<file path="config.mk">
export PLATFORM = sky130hd
export DESIGN_NAME = exc_commit_flat
export DESIGN_NICKNAME = d
export VERILOG_FILES = /design/src/rtl/exc_commit_pkg.sv /design/src/rtl/exc_commit_if.sv /design/src/rtl/exc_prio_enc.sv /design/src/rtl/exc_commit.sv /design/src/flat_wrapper.sv
export SDC_FILE = /design/constraint.sdc
export NUM_CORES = 1
export LEC_CHECK = 0
export BUFFER_PORTS_ARGS = -buffer_cell sky130_fd_sc_hd__buf_2
export CORE_ASPECT_RATIO = 1.5
export CORE_UTILIZATION = 30
export CTS_BUF_LIST = sky130_fd_sc_hd__clkbuf_4 sky130_fd_sc_hd__clkbuf_8
export DETAILED_ROUTE_END_ITERATION = 7
export GPL_TIMING_DRIVEN = 0
export HOLD_SLACK_MARGIN = 0.06
export PLACE_DENSITY = 0.6
export SYNTH_ARGS = -nofsm -noshare
export SYNTH_HDL_FRONTEND = slang
export SYNTH_SLANG_ARGS = --single-unit
</file>
<file path="constraint.sdc">
create_clock -name clk -period 4.28 [get_ports clk]
set_clock_uncertainty 0.2 [all_clocks]
set_input_delay 0.214 -clock clk [delete_from_list [all_inputs] [get_ports clk]]
set_output_delay 0.214 -clock clk [all_outputs]
set_load 0.05 [all_outputs]
</file>
<file path="src/rtl/exc_commit_pkg.sv">
// rtl/exc_commit_pkg.sv - shared ExcCodes, exception flag bit indices and FSM state type for exc_commit
package exc_commit_pkg;

   localparam logic [4:0] EXC_INT  = 5'd0;
   localparam logic [4:0] EXC_ADEL = 5'd4;
   localparam logic [4:0] EXC_ADES = 5'd5;
   localparam logic [4:0] EXC_SYS  = 5'd8;
   localparam logic [4:0] EXC_BP   = 5'd9;
   localparam logic [4:0] EXC_RI   = 5'd10;
   localparam logic [4:0] EXC_OV   = 5'd12;
   localparam logic [4:0] EXC_TR   = 5'd13;

   // slot_exc layout, MSB first, which is also descending priority
   localparam int EXF_ADEL_IF = 7;
   localparam int EXF_RI      = 6;
   localparam int EXF_OV      = 5;
   localparam int EXF_TRAP    = 4;
   localparam int EXF_SYS     = 3;
   localparam int EXF_BRK     = 2;
   localparam int EXF_ADEL_LD = 1;
   localparam int EXF_ADES    = 0;

   typedef enum logic {
      S_IDLE  = 1'b0,
      S_REDIR = 1'b1
   } state_t;

endpackage

</file>
<file path="src/rtl/exc_commit_if.sv">
// rtl/exc_commit_if.sv - commit-stage exception bundle: slot flags in, CP0 strobes and fetch redirect out
interface exc_commit_if #(
   parameter int NSLOT = 2
);
   logic [NSLOT-1:0]        slot_valid;
   logic [NSLOT-1:0][31:0]  slot_pc;
   logic [NSLOT-1:0]        slot_bd;
   logic [NSLOT-1:0][7:0]   slot_exc;
   logic [NSLOT-1:0][31:0]  slot_badva;
   logic [NSLOT-1:0]        slot_eret;
   logic                    int_pending;
   logic [31:0]             cp0_epc;
   logic                    stall_in;
   logic                    flush;
   logic                    cp0_we;
   logic [31:0]             cp0_epc_wd;
   logic [4:0]              cp0_exccode;
   logic                    cp0_bd;
   logic                    cp0_badva_we;
   logic [31:0]             cp0_badva_wd;
   logic                    cp0_eret;
   logic                    redir_valid;
   logic [31:0]             redir_pc;
   logic                    redir_ready;
   logic                    busy;

   // master: pipeline/CP0/fetch side; slave: the commit exception unit
   modport master (
      output slot_valid, slot_pc, slot_bd, slot_exc, slot_badva, slot_eret,
      output int_pending, cp0_epc, stall_in, redir_ready,
      input  flush, cp0_we, cp0_epc_wd, cp0_exccode, cp0_bd,
      input  cp0_badva_we, cp0_badva_wd, cp0_eret, redir_valid, redir_pc, busy
   );

   modport slave (
      input  slot_valid, slot_pc, slot_bd, slot_exc, slot_badva, slot_eret,
      input  int_pending, cp0_epc, stall_in, redir_ready,
      output flush, cp0_we, cp0_epc_wd, cp0_exccode, cp0_bd,
      output cp0_badva_we, cp0_badva_wd, cp0_eret, redir_valid, redir_pc, busy
   );

endinterface

</file>
<file path="src/rtl/exc_prio_enc.sv">
// rtl/exc_prio_enc.sv - per-slot exception cause priority encoder (int > adel_if > ri > ov > trap > sys > brk > adel_ld > ades)
module exc_prio_enc
   import exc_commit_pkg::*;
(
   input  logic [7:0] flags,
   input  logic       int_req,
   output logic       hit,
   output logic [4:0] exccode,
   output logic       is_addr_err
);

   always_comb begin
      hit         = int_req | (|flags);
      exccode     = EXC_INT;
      is_addr_err = 1'b0;
      if (int_req) begin
         exccode = EXC_INT;
      end else if (flags[EXF_ADEL_IF]) begin
         exccode     = EXC_ADEL;
         is_addr_err = 1'b1;
      end else if (flags[EXF_RI]) begin
         exccode = EXC_RI;
      end else if (flags[EXF_OV]) begin
         exccode = EXC_OV;
      end else if (flags[EXF_TRAP]) begin
         exccode = EXC_TR;
      end else if (flags[EXF_SYS]) begin
         exccode = EXC_SYS;
      end else if (flags[EXF_BRK]) begin
         exccode = EXC_BP;
      end else if (flags[EXF_ADEL_LD]) begin
         exccode     = EXC_ADEL;
         is_addr_err = 1'b1;
      end else if (flags[EXF_ADES]) begin
         exccode     = EXC_ADES;
         is_addr_err = 1'b1;
      end
   end

endmodule

</file>
<file path="src/rtl/exc_commit.sv">
// rtl/exc_commit.sv - commit-stage exception/ERET resolution, CP0 strobes and fetch redirect
// Optional exc_count/eret_count outputs under EXC_COMMIT_STATS_EN.
module exc_commit
   import exc_commit_pkg::*;
#(
   parameter logic [31:0] EXC_VECTOR = 32'hBFC0_0380,
   parameter int          NSLOT      = 2
) (
   input  logic        clk,
   input  logic        rst,
   exc_commit_if.slave bus
`ifdef EXC_COMMIT_STATS_EN
   ,
   output logic [31:0] exc_count,
   output logic [31:0] eret_count
`endif
);

   state_t state, state_n;

   logic [NSLOT-1:0] hit;
   logic [NSLOT-1:0] addr_err;
   logic [4:0]       code [NSLOT];
   logic [NSLOT-1:0] eret_v;

   logic        sel_hit, sel_bd, sel_aerr, sel_fetch, any_ev;
   logic [31:0] sel_pc, sel_badva;
   logic [4:0]  sel_code;
   logic        take_exc, take_eret;

   logic        flush_q, we_q, bd_q, badva_we_q, eret_q;
   logic [31:0] epc_wd_q, badva_wd_q, redir_pc_q;
   logic [4:0]  exccode_q;

   assign eret_v = bus.slot_valid & bus.slot_eret;

   for (genvar i = 0; i < NSLOT; i++) begin : g_enc
      exc_prio_enc u_enc (
         .flags       (bus.slot_valid[i] ? bus.slot_exc[i] : 8'h00),
         .int_req     ((i == 0) ? (bus.slot_valid[0] & bus.int_pending) : 1'b0),
         .hit         (hit[i]),
         .exccode     (code[i]),
         .is_addr_err (addr_err[i])
      );
   end

   // Walk youngest to oldest so the oldest slot with an event wins.
   always_comb begin
      sel_hit   = 1'b0;
      sel_bd    = 1'b0;
      sel_aerr  = 1'b0;
      sel_fetch = 1'b0;
      sel_pc    = '0;
      sel_badva = '0;
      sel_code  = '0;
      for (int i = NSLOT - 1; i >= 0; i--) begin
         if (hit[i] || eret_v[i]) begin
            sel_hit   = hit[i];
            sel_bd    = bus.slot_bd[i];
            sel_aerr  = addr_err[i];
            sel_fetch = bus.slot_exc[i][EXF_ADEL_IF];
            sel_pc    = bus.slot_pc[i];
            sel_badva = bus.slot_badva[i];
            sel_code  = code[i];
         end
      end
      any_ev = |(hit | eret_v);
   end

   always_ff @(posedge clk) begin
      if (rst) state <= S_IDLE;
      else     state <= state_n;
   end

   always_comb begin
      state_n   = state;
      take_exc  = 1'b0;
      take_eret = 1'b0;
      case (state)
         S_IDLE: begin
            if (!bus.stall_in && any_ev) begin
               state_n   = S_REDIR;
               take_exc  = sel_hit;
               take_eret = !sel_hit;
            end
         end
         S_REDIR: begin
            if (bus.redir_ready) state_n = S_IDLE;
         end
         default: state_n = S_IDLE;
      endcase
   end

   always_ff @(posedge clk) begin
      if (rst) begin
         flush_q    <= 1'b0;
         we_q       <= 1'b0;
         eret_q     <= 1'b0;
         badva_we_q <= 1'b0;
         bd_q       <= 1'b0;
         exccode_q  <= '0;
         epc_wd_q   <= '0;
         badva_wd_q <= '0;
         redir_pc_q <= '0;
      end else begin
         flush_q    <= take_exc | take_eret;
         we_q       <= take_exc;
         eret_q     <= take_eret;
         badva_we_q <= take_exc & sel_aerr;
         if (take_exc) begin
            epc_wd_q   <= sel_bd ? (sel_pc - 32'd4) : sel_pc;
            bd_q       <= sel_bd;
            exccode_q  <= sel_code;
            redir_pc_q <= EXC_VECTOR;
            if (sel_aerr) badva_wd_q <= sel_fetch ? sel_pc : sel_badva;
         end
         if (take_eret) redir_pc_q <= bus.cp0_epc;
      end
   end

`ifdef EXC_COMMIT_STATS_EN
   always_ff @(posedge clk) begin
      if (rst) begin
         exc_count  <= '0;
         eret_count <= '0;
      end else begin
         if (take_exc)  exc_count  <= exc_count + 32'd1;
         if (take_eret) eret_count <= eret_count + 32'd1;
      end
   end
`endif

   assign bus.flush        = flush_q;
   assign bus.cp0_we       = we_q;
   assign bus.cp0_epc_wd   = epc_wd_q;
   assign bus.cp0_exccode  = exccode_q;
   assign bus.cp0_bd       = bd_q;
   assign bus.cp0_badva_we = badva_we_q;
   assign bus.cp0_badva_wd = badva_wd_q;
   assign bus.cp0_eret     = eret_q;
   assign bus.redir_valid  = (state == S_REDIR);
   assign bus.redir_pc     = redir_pc_q;
   assign bus.busy         = (state == S_REDIR);

endmodule

</file>
<file path="src/flat_wrapper.sv">
// flat-port wrapper written by rule: the top's interface ports become plain ports
module exc_commit_flat import exc_commit_pkg::*;
#(
   parameter logic [31:0] EXC_VECTOR = 32'hBFC0_0380,
   parameter int          NSLOT      = 2
)
  (clk, rst, bus_slot_valid, bus_slot_pc, bus_slot_bd, bus_slot_exc, bus_slot_badva, bus_slot_eret, bus_int_pending, bus_cp0_epc, bus_stall_in, bus_redir_ready, bus_flush, bus_cp0_we, bus_cp0_epc_wd, bus_cp0_exccode, bus_cp0_bd, bus_cp0_badva_we, bus_cp0_badva_wd, bus_cp0_eret, bus_redir_valid, bus_redir_pc, bus_busy);
  exc_commit_if #(.NSLOT(NSLOT)) bus_i ();
  input  logic clk;
  input  logic rst;
  input wire logic [$bits(bus_i.slot_valid)-1:0] bus_slot_valid;
  input wire logic [$bits(bus_i.slot_pc)-1:0] bus_slot_pc;
  input wire logic [$bits(bus_i.slot_bd)-1:0] bus_slot_bd;
  input wire logic [$bits(bus_i.slot_exc)-1:0] bus_slot_exc;
  input wire logic [$bits(bus_i.slot_badva)-1:0] bus_slot_badva;
  input wire logic [$bits(bus_i.slot_eret)-1:0] bus_slot_eret;
  input wire logic [$bits(bus_i.int_pending)-1:0] bus_int_pending;
  input wire logic [$bits(bus_i.cp0_epc)-1:0] bus_cp0_epc;
  input wire logic [$bits(bus_i.stall_in)-1:0] bus_stall_in;
  input wire logic [$bits(bus_i.redir_ready)-1:0] bus_redir_ready;
  output wire logic [$bits(bus_i.flush)-1:0] bus_flush;
  output wire logic [$bits(bus_i.cp0_we)-1:0] bus_cp0_we;
  output wire logic [$bits(bus_i.cp0_epc_wd)-1:0] bus_cp0_epc_wd;
  output wire logic [$bits(bus_i.cp0_exccode)-1:0] bus_cp0_exccode;
  output wire logic [$bits(bus_i.cp0_bd)-1:0] bus_cp0_bd;
  output wire logic [$bits(bus_i.cp0_badva_we)-1:0] bus_cp0_badva_we;
  output wire logic [$bits(bus_i.cp0_badva_wd)-1:0] bus_cp0_badva_wd;
  output wire logic [$bits(bus_i.cp0_eret)-1:0] bus_cp0_eret;
  output wire logic [$bits(bus_i.redir_valid)-1:0] bus_redir_valid;
  output wire logic [$bits(bus_i.redir_pc)-1:0] bus_redir_pc;
  output wire logic [$bits(bus_i.busy)-1:0] bus_busy;
  assign bus_i.slot_valid = bus_slot_valid;
  assign bus_i.slot_pc = bus_slot_pc;
  assign bus_i.slot_bd = bus_slot_bd;
  assign bus_i.slot_exc = bus_slot_exc;
  assign bus_i.slot_badva = bus_slot_badva;
  assign bus_i.slot_eret = bus_slot_eret;
  assign bus_i.int_pending = bus_int_pending;
  assign bus_i.cp0_epc = bus_cp0_epc;
  assign bus_i.stall_in = bus_stall_in;
  assign bus_i.redir_ready = bus_redir_ready;
  assign bus_flush = bus_i.flush;
  assign bus_cp0_we = bus_i.cp0_we;
  assign bus_cp0_epc_wd = bus_i.cp0_epc_wd;
  assign bus_cp0_exccode = bus_i.cp0_exccode;
  assign bus_cp0_bd = bus_i.cp0_bd;
  assign bus_cp0_badva_we = bus_i.cp0_badva_we;
  assign bus_cp0_badva_wd = bus_i.cp0_badva_wd;
  assign bus_cp0_eret = bus_i.cp0_eret;
  assign bus_redir_valid = bus_i.redir_valid;
  assign bus_redir_pc = bus_i.redir_pc;
  assign bus_busy = bus_i.busy;
  exc_commit #(.EXC_VECTOR(EXC_VECTOR), .NSLOT(NSLOT)) u_core (.clk(clk), .rst(rst), .bus(bus_i));
endmodule
</file>
==> impl_metrics.yaml <==
synthesis:
  yosysSeqAreaShare: 0.331
  yosysUniqueCellTypes: 78
  post_synth_inst_count: 773
  synth-edff-count: 0
  largest_family_of_logic_cells_by_synthesized_area: "compound AO/OA/AOI/OAI gates"
  synthArstFlopShare: 0
  synth_seq_cells: 106
  synth_xor_xnor_area_share: 0.00682
  yosysWarningCount: 0
  synth.mux.area_fraction: 0.0306
  synth.avg_cell_area_um2: 8.30
  complex_gate_fraction_of_the_synthesized_area: 0.375
  syn-num-nets: 961
  synth_simple_gate_area_share: 0.193
  post_synth_fa_ha_maj_area_fraction: 0.00195
  dominantRegCellSynth: "dfxtp_1"
  netlist_area_before_placement_um2: 6420
layout:
  fraction_of_layout_instances_using_a_drive_strength_above_1: 0.315
  final_cell_mix: "buf_2 (307), dfxtp_1 (106), nor2_1 (63)"
  layout_commonest_cell: "buf_2"
  multi_input_area_um2: 3910
  filler_cell_count: 2223
  storage_element_area_um2: 2120
  syn_to_final_growth_pct: 39.5
  final_net_count: 1315
  stdcell_count: 1403
  final_area_um2: 8950
hold_path:
  hold_ep: "u_core.bus.cp0_badva_wd[23]"
  hold_path.startpoint: "bus_slot_badva[55]"
  hold_path_cell_cnt: 4
  worstHoldPathType: "input port to register"
drt:
  number_of_vias_in_the_routed_layout: 8367
  wl_per_cell_um: 23.5
  route.final.wire_length_um: 33000
  drt_pre_antenna_iters: 8
  ant_nets: 0
  dr.first_iter.drc_count: 748
  vias_per_cell: 5.96
  route.detailed.drc: 0
power_and_ir_drop:
  combinational_group_share_of_total_power: 0.324
  sequentialPowerShare: 0.405
  p_total_mw: 2.61
  switching_power_mw: 1.03
  p_per_area_nw_per_um2: 292
  cell_internal_pwr_mw: 1.58
  share_clk_of_total_power: 0.271
  power_leakage_nw: 3.83
  ir_drop_mv: 0.131
  netSwitchingFraction: 0.394
timing:
  achievable-frequency_mhz: 240
  max_slew_margin: 0.319
  hold_slack_ps: 61.5
  final_count_of_negative_setup_slack_endpoints: 0
  rsz0062_at_grt: "no"
  final_max_slew_viol_count: 0
  timing.final.crit_share: 0.972
  period_needed_ps: 4160
  max_slew.worst_pin.slew_ps: 1020
  final_hold_viol_count: 0
clock_tree:
  clk_pin_slew_worst_paths_ps: 120
  tritoncts_num_sinks: 106
  insertion_delay_ps: 410
  cts_buffers: 9
  htree_levels: 3
  clk_root_buffer_cell: "clkbuf_8"
  clock_path_buffers: 2
  tritoncts_clock_tree: "built"
flow_run:
  drv.max_cap_violation_count: 0
global_routing:
  grt_overflow_total: 0
  grt_pass1_vias: 8215
  antenna_found_initial: 3
  grt_first_pass_wirelength_um: 48200
  maximum_number_of_pins_on_one_net_before_global_route_repair: 20
  total_global_route_track_usage: 0.293
critical_path:
  endpoint_kind: "register"
  reg2reg_from: "u_core.bus.busy"
  path_max_fanout: 10
  worst-endpoint-arrival_ps: 4280
  worstRegToRegCells: 7
  rr_endpoint: "u_core.bus.cp0_exccode[0]"
  timing.critical_path.required_ps: 4400
  criticalPathCategory: "input port to register"
  worstSetupStartpointType: "input port"
  worst-r2r-setup-slack_ps: 840
floorplan:
  fp.dieArea_um2: 22000
  floorplan.rows: 65
  io_pins: 295
  fp.dieW_um: 121
  fp.coreArea_um2: 21000
  initial_core_util: 0.306
  die_y_um: 181
placed_design:
  routabilityCongestion: 0.995
  dp_hpwl_um: 25300
  placedCellCount: 1332
  port-buffer-count: 291
  placedInstanceArea_um2: 8210
run_status:
  outcome: "completed"
[layout make-up]
type	instances	area share
Tap cell	268	0.0375
Buffer	78	0.0375
Clock buffer	9	0.0138
Inverter	16	0.00671
Sequential cell	106	0.237
Timing Repair Buffer	343	0.221
Multi-Input combinational cell	573	0.436
Antenna cell	3	0.000839
Clock inverter	7	0.00937
[flip-flops by register name, summed over array words and instances (netlist names)]
register / flops
u_core.bus.busy: 1
u_core.bus.cp0_badva_wd: 32
u_core.bus.cp0_badva_we: 1
u_core.bus.cp0_bd: 1
u_core.bus.cp0_epc_wd: 32
u_core.bus.cp0_eret: 1
u_core.bus.cp0_exccode: 4
u_core.bus.cp0_we: 1
u_core.bus.flush: 1
u_core.bus.redir_pc: 32
[synth_stat cells (4+ instances only)]
library cell / number / area, um^2
o21a_1: 4 / 30.0
o311ai_0: 11 / 96.3
nand2_1: 28 / 105
nor4_1: 8 / 50.1
a22oi_1: 7 / 52.6
a221o_1: 25 / 250
nor2_1: 63 / 236
buf_2: 16 / 80.1
a31oi_1: 15 / 93.8
buf_4: 4 / 30.0
or2_2: 6 / 37.5
a221oi_1: 20 / 175
o41ai_1: 4 / 35.0
a31o_2: 4 / 35.0
or4_1: 18 / 135
nand3_1: 25 / 125
a21oi_1: 46 / 230
clkbuf_1: 55 / 206
o211ai_1: 8 / 60.1
a311o_1: 8 / 80.1
nand4_1: 11 / 68.8
nor3_1: 29 / 145
inv_1: 16 / 60.1
a22o_1: 31 / 272
o21ai_0: 50 / 250
dfxtp_1: 106 / 2120
mux2i_1: 14 / 140
a211oi_1: 15 / 113
o31ai_1: 4 / 30.0
and3_1: 13 / 81.3
or3_1: 11 / 68.8
o2111ai_1: 27 / 236
mux2_2: 5 / 56.3
[per-layer routing]
metal / global-route usage / share of wire
met4: 0.174 / 0.057
met1: 0.321 / 0.37
met5: 0 / 0
met2: 0.501 / 0.49
met3: 0.0764 / 0.087
[worst max-delay path: stages]
cell	delay [ps]
buf_2	110
or4_4	580
o41a_1	480
buf_2	250
buf_2	240
clkbuf_1	370
a22oi_1	390
ha_1	420
o21ai_4	130
or2_4	280
or4_1	530
o311ai_1	270
[what timing repair did]
action | 4_1_cts | 5_1_grt
endpoints found under the hold margin | 44 | 0
setup endpoints to repair | 0 | 1
gates resized for setup | 0 | 1
buffers inserted | 0 | 0
hold buffers | 52 | 0
[through the flow]
step	setup slack (ps)	utilization	setup TNS, ps
global route	14.3	0.427	0
detailed placement	-225	0.391	-694
CTS	214	0.426	0
global placement	-201	0.391	-586
finish	120	0.427	0
floorplan	555	-	0
[worst max-delay path by stage]
stage / startpoint / endpoint / slack, ps
floorplan: bus_slot_exc[5] / u_core.bus.cp0_epc_wd[30] / 560
global placement: bus_slot_exc[5] / u_core.bus.cp0_epc_wd[30] / -200
CTS: bus_slot_exc[5] / u_core.bus.cp0_epc_wd[30] / 210
detailed placement: bus_slot_exc[5] / u_core.bus.cp0_epc_wd[30] / -220
global route: bus_slot_exc[5] / u_core.bus.cp0_epc_wd[30] / 10
finish: bus_slot_exc[5] / u_core.bus.cp0_epc_wd[30] / 120
[power by group through the flow]
stage	registers (mW)	logic [mW]	clock network [mW]
final	1.06	0.847	0.709
after global routing	1.06	0.891	0.761
after CTS	1.06	0.832	0.725
after detailed placement	1.08	0.792	0
after global placement	1.08	0.789	0
after floorplan	1.24	0.314	0
[kinds of logic (layout without fill, tap and decap cells)]
kind of cell | Yosys count | count (layout)
AOI/OAI and AO/OA | 315 | 315
xor gates and xnor gates | 5 | 5
adders and majority gates | 1 | 1
buffers and inverters | 94 | 453
DFF | 106 | 106
muxes | 19 | 19
other | 1 | 4
and+or+nand+nor | 232 | 232
No activity file was read; power rests on OpenSTA's default activity.
